**config.mk**
```make
export PLATFORM = sky130hd
export DESIGN_NAME = spi_reg_receiver_flat
export DESIGN_NICKNAME = d
export VERILOG_FILES = /design/src/rtl/spi_reg_receiver_if.sv /design/src/rtl/spi_reg_receiver.sv /design/src/flat_wrapper.sv
export SDC_FILE = /design/constraint.sdc
export NUM_CORES = 1
export LEC_CHECK = 0
export BUFFER_PORTS_ARGS = -buffer_cell sky130_fd_sc_hd__buf_2
export CAP_MARGIN = 20
export CORE_ASPECT_RATIO = 2
export CORE_MARGIN = 5
export CORE_UTILIZATION = 49
export CTS_CLUSTER_DIAMETER = 120
export DETAILED_ROUTE_END_ITERATION = 10
export PLACE_DENSITY = 0.77
export REMOVE_ABC_BUFFERS = 1
export SLEW_MARGIN = 25
export SYNTH_ARGS = -nofsm -noshare
export SYNTH_HDL_FRONTEND = slang
export SYNTH_SLANG_ARGS = --single-unit
```
**constraint.sdc**
```tcl
create_clock -name clk -period 1.8 [get_ports clk]
set_clock_uncertainty 0.1 [all_clocks]
set_input_delay 0.09 -clock clk [delete_from_list [all_inputs] [get_ports clk]]
set_output_delay 0.09 -clock clk [all_outputs]
set_load 0.005 [all_outputs]
```
**src/rtl/spi_reg_receiver_if.sv**
```systemverilog
// Bus bundle between the SPI input synchronizers, the register receiver and
// the PWM peripheral.
//   sclk, copi, ncs   synchronized SPI inputs (mode 0, ncs active-low)
//   reg_0..reg_4      control registers (out_7_0, out_15_8, pwm_7_0,
//                     pwm_15_8, duty)
//   frame_done        1-cycle pulse: a frame closed with exactly 16 bits
//   frame_err         1-cycle pulse: a frame closed with any other bit count
//   fsm_state         receiver state, for observation only
// Modports: master drives the SPI pins and observes the outputs; slave is the
// receiver side.
interface spi_reg_receiver_if #(
  parameter int DATA_W = 8
);
  logic              sclk;
  logic              copi;
  logic              ncs;
  logic [DATA_W-1:0] reg_0;
  logic [DATA_W-1:0] reg_1;
  logic [DATA_W-1:0] reg_2;
  logic [DATA_W-1:0] reg_3;
  logic [DATA_W-1:0] reg_4;
  logic              frame_done;
  logic              frame_err;
  logic [1:0]        fsm_state;

  modport master (
    output sclk, copi, ncs,
    input  reg_0, reg_1, reg_2, reg_3, reg_4, frame_done, frame_err, fsm_state
  );

  modport slave (
    input  sclk, copi, ncs,
    output reg_0, reg_1, reg_2, reg_3, reg_4, frame_done, frame_err, fsm_state
  );
endinterface

```
**src/rtl/spi_reg_receiver.sv**
```systemverilog
// SPI mode-0 write-only register receiver.
// Samples the already-synchronized sclk/copi/ncs on clk, assembles 16-bit
// frames {rw, addr[6:0], data[7:0]} MSB first, and writes data into one of
// five 8-bit control registers when rw=1 and addr < NUM_REGS.
// Ports:
//   clk   system clock, rising edge
//   rst   synchronous reset, active-high
//   bus   spi_reg_receiver_if.slave (SPI inputs, registers, pulses, state)
// Handshake: there is no backpressure. frame_done / frame_err are single-cycle
// strobes, mutually exclusive, asserted on the same clk edge that any register
// write becomes visible; a consumer samples them every cycle.
module spi_reg_receiver #(
  parameter int NUM_REGS = 5,
  parameter int ADDR_W   = 7,
  parameter int DATA_W   = 8
) (
  input  logic                 clk,
  input  logic                 rst,
  spi_reg_receiver_if.slave    bus
);
  localparam int FRAME_W = 1 + ADDR_W + DATA_W;

  typedef enum logic [1:0] {
    WAIT_HI = 2'd0,
    IDLE    = 2'd1,
    SHIFT   = 2'd2
  } state_t;

  state_t              state;
  logic [FRAME_W-1:0]  shift;
  logic [4:0]          bit_cnt;
  logic                sclk_q;
  logic                ncs_q;
  logic                frame_done;
  logic                frame_err;
  logic [DATA_W-1:0]   regs [NUM_REGS];

  logic sclk_rise;
  logic ncs_fall;
  logic ncs_rise;

  assign sclk_rise = bus.sclk & ~sclk_q;
  assign ncs_fall  = ~bus.ncs & ncs_q;
  assign ncs_rise  = bus.ncs & ~ncs_q;

  logic              frame_rw;
  logic [ADDR_W-1:0] frame_addr;
  logic [DATA_W-1:0] frame_data;

  assign frame_rw   = shift[FRAME_W-1];
  assign frame_addr = shift[FRAME_W-2 -: ADDR_W];
  assign frame_data = shift[DATA_W-1:0];

  always_ff @(posedge clk) begin
    if (rst) begin
      state      <= WAIT_HI;
      shift      <= '0;
      bit_cnt    <= '0;
      sclk_q     <= 1'b0;
      ncs_q      <= 1'b1;
      frame_done <= 1'b0;
      frame_err  <= 1'b0;
      for (int i = 0; i < NUM_REGS; i++) regs[i] <= '0;
    end else begin
      sclk_q     <= bus.sclk;
      ncs_q      <= bus.ncs;
      frame_done <= 1'b0;
      frame_err  <= 1'b0;
      case (state)
        // Never join a frame already in progress: wait for ncs to go high.
        WAIT_HI: if (bus.ncs) state <= IDLE;
        IDLE: begin
          if (ncs_fall) begin
            shift   <= '0;
            bit_cnt <= '0;
            state   <= SHIFT;
          end
        end
        SHIFT: begin
          // ncs_rise takes priority: an sclk edge in the same cycle is dropped
          // and the count from before that edge is evaluated.
          if (ncs_rise) begin
            state <= IDLE;
            if (bit_cnt == 5'(FRAME_W)) begin
              frame_done <= 1'b1;
              if (frame_rw) begin
                for (int i = 0; i < NUM_REGS; i++) begin
                  if (frame_addr == ADDR_W'(i)) regs[i] <= frame_data;
                end
              end
            end else begin
              frame_err <= 1'b1;
            end
          end else if (sclk_rise && !bus.ncs) begin
            shift <= {shift[FRAME_W-2:0], bus.copi};
            // Saturate one past a full frame so overlong frames stay invalid.
            if (bit_cnt != 5'(FRAME_W + 1)) bit_cnt <= bit_cnt + 5'd1;
          end
        end
        default: state <= WAIT_HI;
      endcase
    end
  end

  assign bus.reg_0      = regs[0];
  assign bus.reg_1      = regs[1];
  assign bus.reg_2      = regs[2];
  assign bus.reg_3      = regs[3];
  assign bus.reg_4      = regs[4];
  assign bus.frame_done = frame_done;
  assign bus.frame_err  = frame_err;
  assign bus.fsm_state  = state;
endmodule
```
**src/flat_wrapper.sv**
```systemverilog
// flat-port wrapper written by rule: the top's interface ports become plain ports
module spi_reg_receiver_flat 
#(
  parameter int NUM_REGS = 5,
  parameter int ADDR_W   = 7,
  parameter int DATA_W   = 8
)
  (clk, rst, bus_sclk, bus_copi, bus_ncs, bus_reg_0, bus_reg_1, bus_reg_2, bus_reg_3, bus_reg_4, bus_frame_done, bus_frame_err, bus_fsm_state);
  spi_reg_receiver_if #(.DATA_W(DATA_W)) bus_i ();
  input  logic clk;
  input  logic rst;
  input wire logic [$bits(bus_i.sclk)-1:0] bus_sclk;
  input wire logic [$bits(bus_i.copi)-1:0] bus_copi;
  input wire logic [$bits(bus_i.ncs)-1:0] bus_ncs;
  output wire logic [$bits(bus_i.reg_0)-1:0] bus_reg_0;
  output wire logic [$bits(bus_i.reg_1)-1:0] bus_reg_1;
  output wire logic [$bits(bus_i.reg_2)-1:0] bus_reg_2;
  output wire logic [$bits(bus_i.reg_3)-1:0] bus_reg_3;
  output wire logic [$bits(bus_i.reg_4)-1:0] bus_reg_4;
  output wire logic [$bits(bus_i.frame_done)-1:0] bus_frame_done;
  output wire logic [$bits(bus_i.frame_err)-1:0] bus_frame_err;
  output wire logic [$bits(bus_i.fsm_state)-1:0] bus_fsm_state;
  assign bus_i.sclk = bus_sclk;
  assign bus_i.copi = bus_copi;
  assign bus_i.ncs = bus_ncs;
  assign bus_reg_0 = bus_i.reg_0;
  assign bus_reg_1 = bus_i.reg_1;
  assign bus_reg_2 = bus_i.reg_2;
  assign bus_reg_3 = bus_i.reg_3;
  assign bus_reg_4 = bus_i.reg_4;
  assign bus_frame_done = bus_i.frame_done;
  assign bus_frame_err = bus_i.frame_err;
  assign bus_fsm_state = bus_i.fsm_state;
  spi_reg_receiver #(.NUM_REGS(NUM_REGS), .ADDR_W(ADDR_W), .DATA_W(DATA_W)) u_core (.clk(clk), .rst(rst), .bus(bus_i));
endmodule
```
==> flow_summary.ini, run 1 <==
[yosys]
ys_seq_area_share_pct = 68.1
yosysMostFrequentCell = edfxtp_1
synth_top_family_by_area = simple AND/OR/NAND/NOR gates
synth_area_per_cell_um2 = 13.1
synth_mux_area_share_pct = 0
yosysTopAreaCell = edfxtp_1
synth_edf_count = 40
yosys-top-cells-count = edfxtp_1, dfxtp_1, nand3_1
synth_ff_type = edfxtp_1
synth_top_area_share_pct = 47.0
synth_compound_area_share_pct = 8.41
synth-adder-area-share_pct = 1.47
syn_area_um2 = 2560
netlist_instances = 195
synth_area_leaders = edfxtp_1, dfxtp_1, nand3_1
synth-simple-area-share_pct = 18.6
synth-warning-count = 0
ys_seq_elements = 67
synth_xor_area_share_pct = 0.685
async_reset_ff_share_pct = 0
ys_types = 38

[worst_setup_path]
r2r_end = u_core.regs[0][7]
cp_max_fo = 8
cp-start-kind = flop
r2r_slack_ps = 20
rr_worst_depth = 7
worstPathRequired_ps = 1750
crit_path_start = u_core.bit_cnt[1]
crit_path_end_kind = flop
arrival_ps = 1730
timing_worst_setup_path_type = reg -> reg
setup.worst_path.end = u_core.regs[0][7]
r2r-start = u_core.bit_cnt[1]

[timing]
slew_violations = 0
fmax_mhz = 561
finalCritPeriodShare_pct = 99.0
max-slew-margin-rel_pct = 63.0
tns_ps = 0
fin_crit_ps = 1780
hold_violations = 0
finalSetupViolations = 0
rsz0062_at_grt = yes
worst_pin_slew_ps = 556

[die]
io_pins = 49
dieHeight_um = 112
dieArea_um2 = 6850
core_um2 = 5090
rows = 37
die_width_um = 61.1
start_util_pct = 50.2

[routing]
via_count = 1740
drt-met1-wl_mm = 1.79
vias_per_cell = 5.30
dr_wl_met2_mm = 2.94
antenna_left = 0
met3_length_um = 304
wl_mm = 5.17
routedWlPerCell_um = 15.8
firstDrtPassIters = 4
drt_iter0_drc = 54
drc = 0
highest_layer = met4

[grt]
track_usage_pct = 16.3
grt_pass1_wl_mm = 8.13
antenna_found_initial = 0
gr-total-overflow = 0
grt_start_max_net_pins = 33
grt_pass1_vias = 1717

[place]
dp_hpwl_mm = 3.75
place_congestion = 0.816
portBuffers = 48

[clock_network]
cts_buffers = 9
clk-insertion-delay-late_ps = 340
numClockSinks = 67
path_clk_slew_ps = 70
cts_tree = yes
htreeDepth = 3
clock_path_buffers = 2
clock-root-buffer = clkbuf_8

[final_layout]
antenna_cells = 0
multi_input_area_um2 = 832
area_growth_pct = 29.3
register_area_um2 = 1740
fill_cells = 380
drive_above_1_share_pct = 40.7
final_util_pct = 64.9
nets = 273

[power_and_ir_drop]
leakage_nw = 1.29
power_switching_mw = 0.679
power.share.clock_pct = 40.0
p_int_mw = 2.43
seq_power_share_pct = 54.2
power.density_nw_per_um2 = 940
pwr-share-comb_pct = 5.8
p_sw_share_pct = 21.9
irDropWorstVdd_v = 0.000795

[flow_run]
drv_cap = 0

[hold_path]
worst_hold_path_type = in -> reg

[outcome]
run_status = finished clean
==> worst min path at each step <==
stage                  start              end  slack (ps)  depth (start not counted)
finish               bus_ncs     u_core.ncs_q          60                          3
floorplan                rst    u_core.sclk_q          60                          1
global placement    bus_copi  u_core.shift[0]         210                          3
global route         bus_ncs     u_core.ncs_q          70                          3
CTS                  bus_ncs     u_core.ncs_q          50                          3
detailed placement  bus_copi  u_core.shift[0]         220                          3
==> critical path, stage by stage (launching register included) <==
cell	delay [ps]
dfxtp_2	330
inv_2	70
ha_4	110
and4bb_2	270
nand4_4	100
nor2_4	190
a21o_1	180
buf_12	140
==> registers in the layout, summed over array words and instances (netlist names) <==
| name | count |
|---|---|
| u_core.regs | 40 |
| u_core.shift | 16 |
| u_core.bit_cnt | 5 |
| u_core.bus.fsm_state | 2 |
| u_core.bus.frame_done | 1 |
| u_core.bus.frame_err | 1 |
| u_core.ncs_q | 1 |
| u_core.sclk_q | 1 |
==> timing repair <==
item / CTS / global route
endpoints found under the hold margin: 2 / 0
gates resized for setup: 8 / 17
buffers inserted: 2 / 1
cloned: 0 / 0
setup endpoints to repair: 72 / 80
pin swaps: 1 / 2
hold buffers: 2 / 0
==> logic make-up (layout without fill, tap and decap cells) <==
logic type,after synthesis,in the layout
flip-flops,67,67
XOR/XNOR,2,2
adder cells (fa/ha/maj),3,3
AND/OR/NAND/NOR,74,74
buffers and inverters,16,91
AO/OA/AOI/OAI,33,33
==> stage by stage <==
| stage | power, mW | instances | instance area, um^2 | setup WS [ps] | hold slack (ps) |
|---|---|---|---|---|---|
| final | 3.11 | 328 | 3310 | 18.3 | 58.1 |
| after global routing | 3.22 | 328 | 3310 | -43.4 | 69.6 |
| after CTS | 3.13 | 327 | 3250 | -8.88 | 53.2 |
| after detailed placement | 1.90 | 307 | 2970 | -57.0 | 219 |
| after global placement | 1.89 | 307 | 2970 | -5.40 | 207 |
| after floorplan | 1.79 | 186 | 2510 | -355 | 61.6 |
==> cell usage in the layout (no fill, tap or decap), types with 3 or more instances in the layout <==
cell,instances
dfxtp_1,25
a21o_1,4
nand2b_1,14
nor2b_1,5
buf_2,48
edfxtp_1,40
inv_1,5
nor2_1,9
nand2_1,4
o21ai_0,14
nand3_1,19
buf_4,14
clkbuf_8,10
a31o_4,3
and2_4,8
==> power by group through the flow <==
stage | Clock [mW] | Sequential (mW) | Combinational (mW)
floorplan | 0 | 1.73 | 0.0582
global placement | 0 | 1.72 | 0.174
detailed placement | 0 | 1.72 | 0.176
CTS | 1.26 | 1.69 | 0.184
global route | 1.34 | 1.69 | 0.198
finish | 1.24 | 1.68 | 0.181
==> layout make-up <==
class                      instances  area share, %
multi-input combinational        112           25.2
sequential                        67           52.8
clock buffer                      10           4.16
clock inverter                     6           1.97
timing repair buffer              68           12.9
inverter                           7          0.795
tap                               58           2.20
==> routing by layer <==
layer,vias up,GRT usage (%)
li1,848,-
met5,-,0
met3,12,4.03
met4,0,8.54
met1,835,16.0
met2,45,29.2
Note: power is estimated with default switching activity, not from simulation.
==> run 2, diff against run 1 <==
--- a/config.mk
+++ b/config.mk
@@ -13,7 +13,6 @@
 export CTS_CLUSTER_DIAMETER = 120
 export DETAILED_ROUTE_END_ITERATION = 10
 export PLACE_DENSITY = 0.77
-export REMOVE_ABC_BUFFERS = 1
 export SLEW_MARGIN = 25
 export SYNTH_ARGS = -nofsm -noshare
 export SYNTH_HDL_FRONTEND = slang
==> flow_summary.ini, run 2 (synthesis gave the netlist of run 1 again) <==
[outcome]
run_status = finished clean

[place]
place_ws_ps = -67.3
place_congestion = 0.785
portBuffers = 48
dp_hpwl_mm = 3.70

[worst_setup_path]
r2r_slack_ps = 30
r2r_end = u_core.regs[0][0]
crit_path_end_kind = flop
r2r-start = u_core.bit_cnt[1]
cp-start-kind = flop
cp_max_fo = 8
rr_worst_depth = 7
crit_path_start = u_core.bit_cnt[1]
worstPathRequired_ps = 1760
setup.worst_path.end = u_core.regs[0][0]
timing_worst_setup_path_type = reg -> reg
arrival_ps = 1730

[power_and_ir_drop]
power.density_nw_per_um2 = 921
irDropWorstVdd_v = 0.000638
leakage_nw = 1.27

[clock_network]
clock_path_buffers = 2
clk-insertion-delay-late_ps = 340
clock-root-buffer = clkbuf_8
cts_buffers = 9
htreeDepth = 3
numClockSinks = 67
cts_tree = yes
path_clk_slew_ps = 70

[die]
core_um2 = 5090
die_width_um = 61.1
io_pins = 49
rows = 37
start_util_pct = 50.2
dieHeight_um = 112
dieArea_um2 = 6850

[timing]
finalCritPeriodShare_pct = 98.5
slew_violations = 0
max-slew-margin-rel_pct = 63.7
timing.final.ws_setup_ps = 26.7
fin_crit_ps = 1770
worst_pin_slew_ps = 544
finalSetupViolations = 0
fmax_mhz = 564
rsz0062_at_grt = yes
hold_violations = 0

[final_layout]
largest_reg_flops = 40
final_util_pct = 64.4
antenna_cells = 0
register_area_um2 = 1740
multi_input_area_um2 = 831
fill_cells = 392
largestRegisters = u_core.regs: 40 flops, u_core.shift: 16 flops, u_core.bit_cnt: 5 flops
largest_register = u_core.regs
nets = 272
layout_commonest_cell = buf_2
drive_above_1_share_pct = 39.0
area_growth_pct = 28.2
mostFrequentLayoutCells = buf_2, edfxtp_1, dfxtp_1, nand3_1

[hold_path]
worst_hold_path_type = in -> reg
hp-start = bus_ncs

[grt]
grt_start_max_net_pins = 31
antenna_found_initial = 0
gr-total-overflow = 0
grt_pass1_wl_mm = 8.14
grt_pass1_vias = 1707
track_usage_pct = 16.3

[routing]
via_count = 1754
routedWlPerCell_um = 16.0
firstDrtPassIters = 4
drc = 0
vias_per_cell = 5.36
drt_iter0_drc = 27
antenna_left = 0
wl_mm = 5.23

[flow_run]
drv_cap = 0

[yosys]
syn-num-nets = 203
==> run 2: cell count changes in the layout (fill, tap and decap cells not counted), sizes merged <==
| cell | previous run | this run |
|---|---|---|
| clkinvlp | 1 | 2 |
| buf | 66 | 65 |
| clkinv | 4 | 3 |
==> run 2: what timing repair did <==
action | CTS | global route
cloned | 0 | 0
endpoints found under the setup margin | 72 | 80
pin swaps | 1 | 3
hold buffers | 2 | 0
hold endpoints to repair | 2 | 0
gates resized for setup | 6 | 18
setup buffers | 0 | 3
==> run 2: metal layers <==
metal  vias to the layer above  wire length, um  track usage (%)
met5                         -                0                0
met4                         0              198             10.7
met3                        19              384             4.60
met2                        70             2880             27.2
met1                       821             1760             16.8
li1                        844                -                -
==> run 2: cell type report <==
type,count,share of cell area (%)
timing repair buffer,67,12.8
inverter,7,0.802
clock inverter,6,1.72
clock buffer,10,3.89
multi-input combinational,112,25.3
tap,58,2.21
sequential,67,53.2
==> run 2: how the worst min path moves through the flow <==
stage / to / cells past startpoint / slack (ps)
2_1_floorplan: u_core.sclk_q / 1 / 120
3_3_place_gp: u_core.shift[0] / 3 / 230
3_5_place_dp: u_core.shift[0] / 3 / 230
4_1_cts: u_core.ncs_q / 3 / 30
5_1_grt: u_core.ncs_q / 3 / 60
6_report: u_core.ncs_q / 3 / 50
==> run 2: per-stage QoR <==
step / cell area, um^2 / instances / hold WS, ps / TNS, ps / total power [mW]
after floorplan: 2560 / 195 / 118 / -41.5 / 1.80
after detailed placement: 2970 / 306 / 228 / -2140 / 1.90
after global routing: 3280 / 327 / 55.1 / -1350 / 3.15
final: 3280 / 327 / 46.8 / 0 / 3.02
after CTS: 3200 / 324 / 33.7 / -544 / 3.04
after global placement: 2970 / 306 / 226 / -142 / 1.89
==> run 2: worst max-delay path: stages (launching register included) <==
cell,delay (ps)
dfxtp_2,330
inv_2,60
ha_1,120
and4bb_2,260
nand4_4,100
nor2_4,200
a21o_1,180
buf_12,130
==> run 2: report_power, final <==
group	total [mW]	internal, mW	switching (mW)
combinational	0.184	0.0866	0.0973
clock	1.15	0.625	0.528
sequential	1.68	1.67	0.0140
==> run 3, diff against run 2 <==
--- a/config.mk
+++ b/config.mk
@@ -9,10 +9,10 @@
 export CAP_MARGIN = 20
 export CORE_ASPECT_RATIO = 2
 export CORE_MARGIN = 5
-export CORE_UTILIZATION = 49
+export CORE_UTILIZATION = 40
 export CTS_CLUSTER_DIAMETER = 120
 export DETAILED_ROUTE_END_ITERATION = 10
-export PLACE_DENSITY = 0.77
+export PLACE_DENSITY = 0.65
 export SLEW_MARGIN = 25
 export SYNTH_ARGS = -nofsm -noshare
 export SYNTH_HDL_FRONTEND = slang
==> flow_summary.ini, run 3 (synthesis gave the netlist of run 1 again) <==
[final_layout]
multi_input_area_um2 = 806
layout_commonest_cell = buf_2
area_growth_pct = 36.3
mostFrequentLayoutCells = buf_2, edfxtp_1, dfxtp_1, nand3_1
register_area_um2 = 1740
largest_reg_flops = 40
nets = 273
largestRegisters = u_core.regs: 40 flops, u_core.shift: 16 flops, u_core.bit_cnt: 5 flops
final_util_pct = 55.7
largest_register = u_core.regs
antenna_cells = 0
drive_above_1_share_pct = 40.0
fill_cells = 534
stdcell_count = 356

[timing]
slew_violations = 0
fmax_mhz = 571
rsz0062_at_grt = yes
max-slew-margin-rel_pct = 65.6
finalCritPeriodShare_pct = 97.3
worst_pin_slew_ps = 515
hold_violations = 0
finalSetupViolations = 0
fin_crit_ps = 1750

[die]
start_util_pct = 40.9
io_pins = 49
core_um2 = 6260
rows = 41
dieArea_um2 = 8190
dieHeight_um = 123
die_width_um = 66.5

[routing]
via_count = 1688
drc = 0
routedWlPerCell_um = 14.2
wl_mm = 5.07
drt_iter0_drc = 85
antenna_left = 0
vias_per_cell = 4.74
firstDrtPassIters = 2

[grt]
gr-total-overflow = 0
grt_start_max_net_pins = 33
grt_pass1_wl_mm = 7.98
grt_pass1_vias = 1649
antenna_found_initial = 0
track_usage_pct = 13.6

[clock_network]
cts_buffers = 9
clock_path_buffers = 2
clock-root-buffer = clkbuf_16
numClockSinks = 67
htreeDepth = 3
path_clk_slew_ps = 60
clk-insertion-delay-late_ps = 320
cts_tree = yes

[place]
portBuffers = 48
place_congestion = 0.740
dp.cells = 337
dp_hpwl_mm = 3.61

[power_and_ir_drop]
leakage_nw = 1.36
power.density_nw_per_um2 = 1110
irDropWorstVdd_v = 0.000770

[worst_setup_path]
worstPathCellList = inv_2, ha_1, and4bb_2, nand4_4, nor2_4, a31o_2
critPathMaxStageDelay_ps = 320
crit_path_end_kind = flop
crit_slowest_cell = dfxtp_2
worstPathRequired_ps = 1710
timing_worst_setup_path_type = reg -> reg
arrival_ps = 1660
cp-start-kind = flop
cp_max_fo = 8

[flow_run]
drv_cap = 0

[outcome]
run_status = finished clean

[yosys]
syn-num-nets = 203

[hold_path]
worst_hold_path_type = in -> reg
[run 3: cell types whose count changed in the layout (fill, tap and decap cells not counted), moves of 2 or more]
| cell | delta |
|---|---|
| clkbuf_16 | +9 |
| bufinv_16 | +2 |
| buf_12 | +2 |
| inv_6 | +2 |
| a31o_4 | -2 |
| a31o_2 | +2 |
| clkbuf_8 | -9 |
| clkinv_1 | -3 |
[run 3: layer usage]
metal / routed length, um / vias to the layer above / track usage (%) / share of wire (%)
li1: - / 845 / - / -
met1: 1740 / 787 / 12.4 / 34
met2: 2970 / 46 / 25.6 / 59
met3: 196 / 10 / 3.45 / 3.9
met4: 157 / 0 / 8.27 / 3.1
met5: 0 / - / 0 / 0
[run 3: final cells by class]
cell class                 count  share of cell area [%]
clock buffer                   9                    6.46
sequential                    67                    50.0
clock inverter                 7                    3.55
multi-input combinational    112                    23.1
timing repair buffer          68                    13.0
inverter                       7                   0.754
tap                           86                    3.09
[run 3: critical path: cells and delay by family, from the launching register on]
family,cells,cell delay (ps)
AND/OR/NAND/NOR,3,530
buffers and inverters,1,50
adder cells (fa/ha/maj),1,120
flip-flops,1,320
AO/OA/AOI/OAI,1,310
[run 3: worst paths after layout]
kind,end,start,slack [ps],depth (start not counted)
min reg2reg,u_core.shift[15],u_core.shift[15],380,2
max reg2reg,u_core.regs[0][27],u_core.bit_cnt[1],50,6
min,u_core.ncs_q,bus_ncs,60,3
max,u_core.regs[0][27],u_core.bit_cnt[1],50,6
[run 3: where the power goes]
part	leakage, nW	switching, mW	internal (mW)	total (mW)
Sequential	0.598	0.0144	1.67	1.69
Clock	0.167	0.634	1.36	2.00
Combinational	0.591	0.0958	0.0865	0.182
Total	1.36	0.744	3.12	3.87
[run 3: stage by stage]
step	hold WS, ps	setup WS, ps	total power, mW	instance area, um^2	TNS [ps]
2_1_floorplan	118	-5.19	1.80	2560	-41.5
4_1_cts	52.0	0.0822	3.91	3420	0
3_5_place_dp	220	-22.3	1.90	3050	-301
5_1_grt	70.3	-26.6	4.01	3480	-1140
6_report	59.7	49.3	3.87	3480	0
3_3_place_gp	207	22.4	1.90	3050	0
[run 3: timing repair]
action	in CTS	in global routing
pin swaps	2	2
buffers inserted	0	1
endpoints found under the hold margin	2	0
setup endpoints to repair	64	80
hold buffers	2	0
gates resized for setup	2	17
